==> src/rtl/virtio_notify_ctrl.sv <==
// Virtio queue-notify controller: snoops CSR writes, coalesces per-queue notifies,
// arbitrates them round-robin to a valid/ready stream, and tracks ISR/status/irq.
module virtio_notify_ctrl #(
    parameter int          NUM_Q       = 3,
    parameter logic [31:0] NOTIFY_ADDR = 32'h10
) (
    input  logic        clk,
    input  logic        rst,
    input  logic        en,
    input  logic [3:0]  we,
    input  logic [31:0] addr,
    input  logic [31:0] din,
    output logic        notify_valid,
    output logic [1:0]  notify_qid,
    input  logic        notify_ready,
    input  logic        cmpl_valid,
    output logic [7:0]  isr,
    output logic        irq,
    output logic [7:0]  dev_status,
    output logic        dev_reset,
    output logic [15:0] notify_cnt
);

    typedef enum logic {IDLE, OFFER} state_t;

    localparam logic [1:0] LAST_Q = 2'(NUM_Q - 1);

    state_t      state;
    logic [3:0]  pending;
    logic [3:0]  pending_set;
    logic [3:0]  pending_clr;
    logic [1:0]  last_granted;
    logic [1:0]  next_qid;
    logic        hit;
    logic        notify_wr;
    logic        status_wr;
    logic        dev_rst_wr;
    logic        isr_rd;
    logic        xfer;
    logic        isr_bit;
    logic        unused_din;

    assign hit        = en && (addr == NOTIFY_ADDR);
    assign status_wr  = hit && we[2];
    assign dev_rst_wr = status_wr && (din[23:16] == 8'h00);
    // A notify that lands together with a device reset is dropped.
    assign notify_wr  = hit && (we[1:0] == 2'b11) && (din[15:0] < 16'(NUM_Q)) && !dev_rst_wr;
    assign isr_rd     = hit && (we == 4'b0000);
    assign xfer       = (state == OFFER) && notify_ready;
    assign isr        = {7'b0000000, isr_bit};
    assign unused_din = ^din[31:24];

    always_comb begin
        pending_set = 4'b0000;
        pending_clr = 4'b0000;
        if (notify_wr) pending_set[din[1:0]] = 1'b1;
        if (xfer)      pending_clr[notify_qid] = 1'b1;
    end

    // Scan downward so the last hit kept is the nearest queue after last_granted.
    always_comb begin
        logic [1:0] idx;
        idx      = 2'd0;
        next_qid = 2'd0;
        for (int k = NUM_Q; k >= 1; k--) begin
            idx = 2'((int'(last_granted) + k) % NUM_Q);
            if (pending[idx]) next_qid = idx;
        end
    end

    always_ff @(posedge clk or posedge rst) begin
        if (rst) begin
            state        <= IDLE;
            notify_valid <= 1'b0;
            notify_qid   <= 2'd0;
            pending      <= 4'b0000;
            last_granted <= LAST_Q;
            notify_cnt   <= 16'd0;
        end else begin
            if (xfer) notify_cnt <= notify_cnt + 16'd1;
            if (dev_rst_wr) begin
                state        <= IDLE;
                notify_valid <= 1'b0;
                pending      <= 4'b0000;
                last_granted <= LAST_Q;
            end else begin
                // Set is applied after clear so a same-cycle re-notify survives.
                pending <= (pending & ~pending_clr) | pending_set;
                case (state)
                    IDLE: begin
                        if (|pending) begin
                            state        <= OFFER;
                            notify_valid <= 1'b1;
                            notify_qid   <= next_qid;
                        end
                    end
                    OFFER: begin
                        if (notify_ready) begin
                            state        <= IDLE;
                            notify_valid <= 1'b0;
                            last_granted <= notify_qid;
                        end
                    end
                    default: begin
                        state        <= IDLE;
                        notify_valid <= 1'b0;
                    end
                endcase
            end
        end
    end

    always_ff @(posedge clk or posedge rst) begin
        if (rst) begin
            isr_bit    <= 1'b0;
            irq        <= 1'b0;
            dev_status <= 8'h00;
            dev_reset  <= 1'b0;
        end else begin
            dev_reset <= dev_rst_wr;
            if (status_wr) dev_status <= din[23:16];
            if (dev_rst_wr)      isr_bit <= 1'b0;
            else if (cmpl_valid) isr_bit <= 1'b1;
            else if (isr_rd)     isr_bit <= 1'b0;
            irq <= isr_bit & dev_status[2];
        end
    end

endmodule

==> config.mk <==
export PLATFORM = sky130hd
export DESIGN_NAME = virtio_notify_ctrl
export DESIGN_NICKNAME = d
export VERILOG_FILES = /design/src/rtl/virtio_notify_ctrl.sv
export SDC_FILE = /design/constraint.sdc
export NUM_CORES = 1
export LEC_CHECK = 0
export CORE_MARGIN = 2
export CORE_UTILIZATION = 40
export CTS_CLUSTER_DIAMETER = 40
export DETAILED_ROUTE_END_ITERATION = 16
export MAX_ROUTING_LAYER = met4
export PLACE_DENSITY = 0.91
export SKIP_CTS_REPAIR_TIMING = 1
export SLEW_MARGIN = 20
export SYNTH_ARGS = -nofsm -noshare
export SYNTH_HDL_FRONTEND = slang
export SYNTH_SLANG_ARGS = --single-unit
==> constraint.sdc <==
create_clock -name clk -period 2.9 [get_ports clk]
set_clock_uncertainty 0.05 [all_clocks]
set_input_delay 0.58 -clock clk [delete_from_list [all_inputs] [get_ports clk]]
set_output_delay 0.58 -clock clk [all_outputs]
set_load 0.05 [all_outputs]
# Word-level counts from Yosys, hierarchy flattened
# Index checks and enable logic that the tools add are counted.
# totals
ff_bits,37
out_inout_bits,37
word_cells,85
# op_classes
reduce_logical,20
n_addsub,4
bitwise_logic,6
div,3
muxes,30
magnitude_cmp,8
n_eq_ne,4
# ops
operator,count
"32-bit by 3-bit modulo with 32-bit output, second input constant",3
"32-bit by 5-bit equality test with 1-bit output, second input constant",1
"16-bit by 1-bit adder with 16-bit output, second input constant",1
"16-bit by 2-bit less-than comparator with 1-bit output, second input constant",1
"2-bit by 3-bit less-than comparator with 1-bit output, second input constant",5
1-bit 2-to-1 mux,14
2-bit 2-to-1 mux,6
4-bit 2-to-1 mux,3
1-bit logical AND,10
8-bit logical NOT,1
"2-bit by 2-bit adder with 3-bit output, second input constant",2
1-bit binary-select mux with 2-bit select,3
4-bit bitwise AND,1
1-bit demux with 2-bit select,2
"2-bit by 1-bit >= comparator with 1-bit output, second input constant",2
4-bit logical NOT,1
4-bit inverter,1
4-bit bitwise OR,1
1-bit case mux with 2 select lines,2
2-bit AND reduction,2
2-bit nonzero test,2
4-bit OR reduction,1
"2-bit by 1-bit adder with 3-bit output, second input constant",1
"3-bit by 2-bit != test with 1-bit output, second input constant",1
7 further kinds,8

# Depth between registers and ports, before layout
# depth
ltp_word,9
ltp_mapped,8

# Worst setup path after synthesis
# Ideal clock, no wire load.
# synth_path
path_kind,input to register
start,in addr[1]
end,reg notify_qid[1]
setup_time_ps,125
arrival_ps,1721
cell_stages,5
path_slack_ps,1004
path_cell_list,nor4_1 -> and4_4 -> nand4_4 -> o21ai_2 -> mux2_2
# synth_between
elab_chain_cells,6
# synth_lines
element,line_no,source
from (decl),11,"input logic [31:0] addr,"
32-bit by 5-bit equality test with 1-bit output,43,assign hit = en && (addr == NOTIFY_ADDR);
1-bit logical AND,43,
1-bit logical AND,44,assign status_wr = hit && we[2];
1-bit logical AND,45,assign dev_rst_wr = status_wr && (din[23:16] == 8'h00);
1-bit inverter (no line),-,
3-bit AND reduction (no line),-,
to (signal assigned),94,notify_qid <= next_qid;
to (decl),14,"output logic [1:0] notify_qid,"
# Every way passes these cells.
# A chain may end at the register's enable or synchronous reset.

# Worst setup path in the final report
# layout_path
start,reg notify_cnt[2]
end,out notify_cnt[2]
# layout_rtl
element,line_no,source
from (decl),21,output logic [15:0] notify_cnt
from (signal assigned),80,if (xfer) notify_cnt <= notify_cnt + 16'd1;
# No word-level cell between the ends.

==> results.ini <==
[route]
wl_met2_mm = 2.38
drt_iter0_markers = 73
wl_per_cell_um = 13.2
drt-met1-wl_mm = 1.80
top_layer = met4
route.met3.wl_um = 319
drtAntennaViolNets = 0
vias = 1729
first_pass_iters = 4
viasPerCell = 4.94
drc = 0
drt_wl_total_mm = 4.64

[floorplanning]
die-height_um = 73.9
start_util_pct = 41.4
die_w_um = 73.9
core_um2 = 4720
row_count = 25
pin_count = 110
fp.dieArea_um2 = 5460

[setup_path]
slowest_delay_ps = 830
critPathKind = register to output port
cp-start-kind = register
worst-path-stages = 1
critPathBufInv = 1
cp-end-kind = output port
required_ps = 2270
critPathMaxFanout = 5
critPathArrivalTime_ps = 1560
reg2reg_depth = 7
crit_chain = clkdlybuf4s50_1
crit_family = buffers and inverters
cpMaxStageDelayCell = clkdlybuf4s50_1

[sta]
relSlewSlack_pct = 63.3
setup_viol = 0
min_period_ps = 2190
fin_tns_setup_ps = 0
rsz0062_at_grt = false
fmax_mhz = 457
drv_slew = 0
fin_ws_ps = 711
finalCritPeriodShare_pct = 75.5
hold_violations = 0
worst_slew_pin_slew_ps = 549

[clock_network]
ctsLongestPathBuffers = 2
htree_levels = 2
clock-sinks = 37
insertion_delay_ps = 290
clkTransAtPathRegs_ps = 80
cts_root_buffer = clkbuf_8
cts_inserted_buffers = 5
cts_tree = yes

[global_routing]
overflow = 0
grt_max_degree = 38
grt_pass1_wl_mm = 7.82
grt_pass1_vias = 1782
antenna_found_initial = 0
grt_use_total_pct = 19.4

[final_layout]
design_area_um2 = 3070
syn2layout_area_growth_pct = 57.2
fin_util_pct = 65.0
layout_common_cells = 94 x clkdlybuf4s50_1, 36 x dfrtp_1, 19 x nand2_1
antennaDiodeCount = 0
drive_gt1_share_pct = 9.89
fin_cells = 350
layout.nets = 358
nFillCells = 349
final_common_cell = clkdlybuf4s50_1

[synthesis]
ys_types = 43
synth-edff-count = 0
syn_avg_cell_area_um2 = 10.6
synthCells = 185
yosys_warnings = 0
ys_ff_latch = 37
syn-cell-area_um2 = 1950
ys.flop_type = dfrtp_1
ys_seq_area_share_pct = 47.5
ys_async_sr_fraction_pct = 100

[min_path]
hold_class = register to register
whs_path_depth = 1

[place]
hpwl_mm = 3.76
place_area_um2 = 2930
io_buffer_count = 94
gp_congestion = 0.896
pre_cts_ws_ps = 415
dp_cells = 342

[power_and_ir_drop]
p_leak_uw = 0.00130
cellPowerDensity_nw_per_um2 = 385
peakVddDrop_v = 0.000216

[run_status]
status = complete, no violations

[flow_run]
cap_viol_max_count = 0

worst register-to-register path, cell delays in order (launching register included):
cell and delay (ps):
dfstp_2 550, inv_1 50, ha_1 280, nor2b_1 170
o311ai_0 260, o21ai_0 120, o21ai_0 100, mux2i_1 100
state kept, by name, summed over array words and instances, names as in the netlist, 2 cells and up:
register / count
last_granted: 2
notify_qid: 2
notify_cnt: 16
pending: 4
dev_status: 8
power by group:
group	total (µW)	switching (µW)	internal, µW
combinational	130	49.2	80.6
clock	538	192	346
sequential	516	0.000000379	516
worst paths after layout:
path,start,end,slack (ps)
worst min register to register,notify_cnt[15],notify_cnt[15],420
worst max register to register,last_granted[1],notify_qid[0],1110
min in group asynchronous,rst,notify_cnt[9],630
worst min-delay path,notify_cnt[15],notify_cnt[15],420
max in group asynchronous,rst,last_granted[1],1830
worst max-delay path,notify_cnt[2],notify_cnt[2],710
logic make-up after synthesis:
family | count (synthesis) | share of synthesized area [%]
adder cells (fa/ha/maj) | 3 | 1.92
AO/OA/AOI/OAI | 20 | 6.41
AND/OR/NAND/NOR | 80 | 24.0
other | 1 | 0.192
buffers and inverters | 17 | 5.19
flip-flops | 37 | 47.5
XOR/XNOR | 15 | 6.73
multiplexers | 12 | 8.07
layer usage:
layer	GRT usage (%)	up-vias
met5	-	-
met4	6.46	0
met3	5.49	13
met2	33.1	84
met1	21.6	785
li1	-	847
stage by stage:
step	hold WS, ps	total power [µW]
2_1_floorplan	428	567
3_3_place_gp	412	656
3_5_place_dp	412	657
4_1_cts	426	1190
5_1_grt	451	1220
6_report	417	1180
final cells by class:
| cell class | count | area, µm² | area share [%] |
|---|---|---|---|
| clock inverters | 3 | 68.8 | 2.24 |
| flip-flops and latches | 37 | 927 | 30.2 |
| inverters | 5 | 18.8 | 0.611 |
| multi-input cells | 137 | 947 | 30.8 |
| clock buffers | 5 | 68.8 | 2.24 |
| repair buffers | 96 | 956 | 31.1 |
| well taps | 67 | 83.8 | 2.73 |
synth_stat cells, drive strengths merged (2+ instances only):
master	count	share of area (%)
nand3	7	1.8
dfrtp	36	46
and2	3	0.96
xnor2	14	6.3
a21oi	7	1.8
inv	5	0.96
clkbuf	3	0.58
nand4	7	3.0
nand2	20	4.0
ha	3	1.9
mux2	9	6.5
and3	4	1.3
mux2i	3	1.5
and4	3	1.5
nor2b	3	0.96
buf	9	3.7
o21ai	6	1.7
nor4	10	3.2
nor4b	4	2.1
nor3	2	0.51
nand3b	2	0.77
nor2	12	2.7
Note: power is estimated with default switching activity, not from simulation.
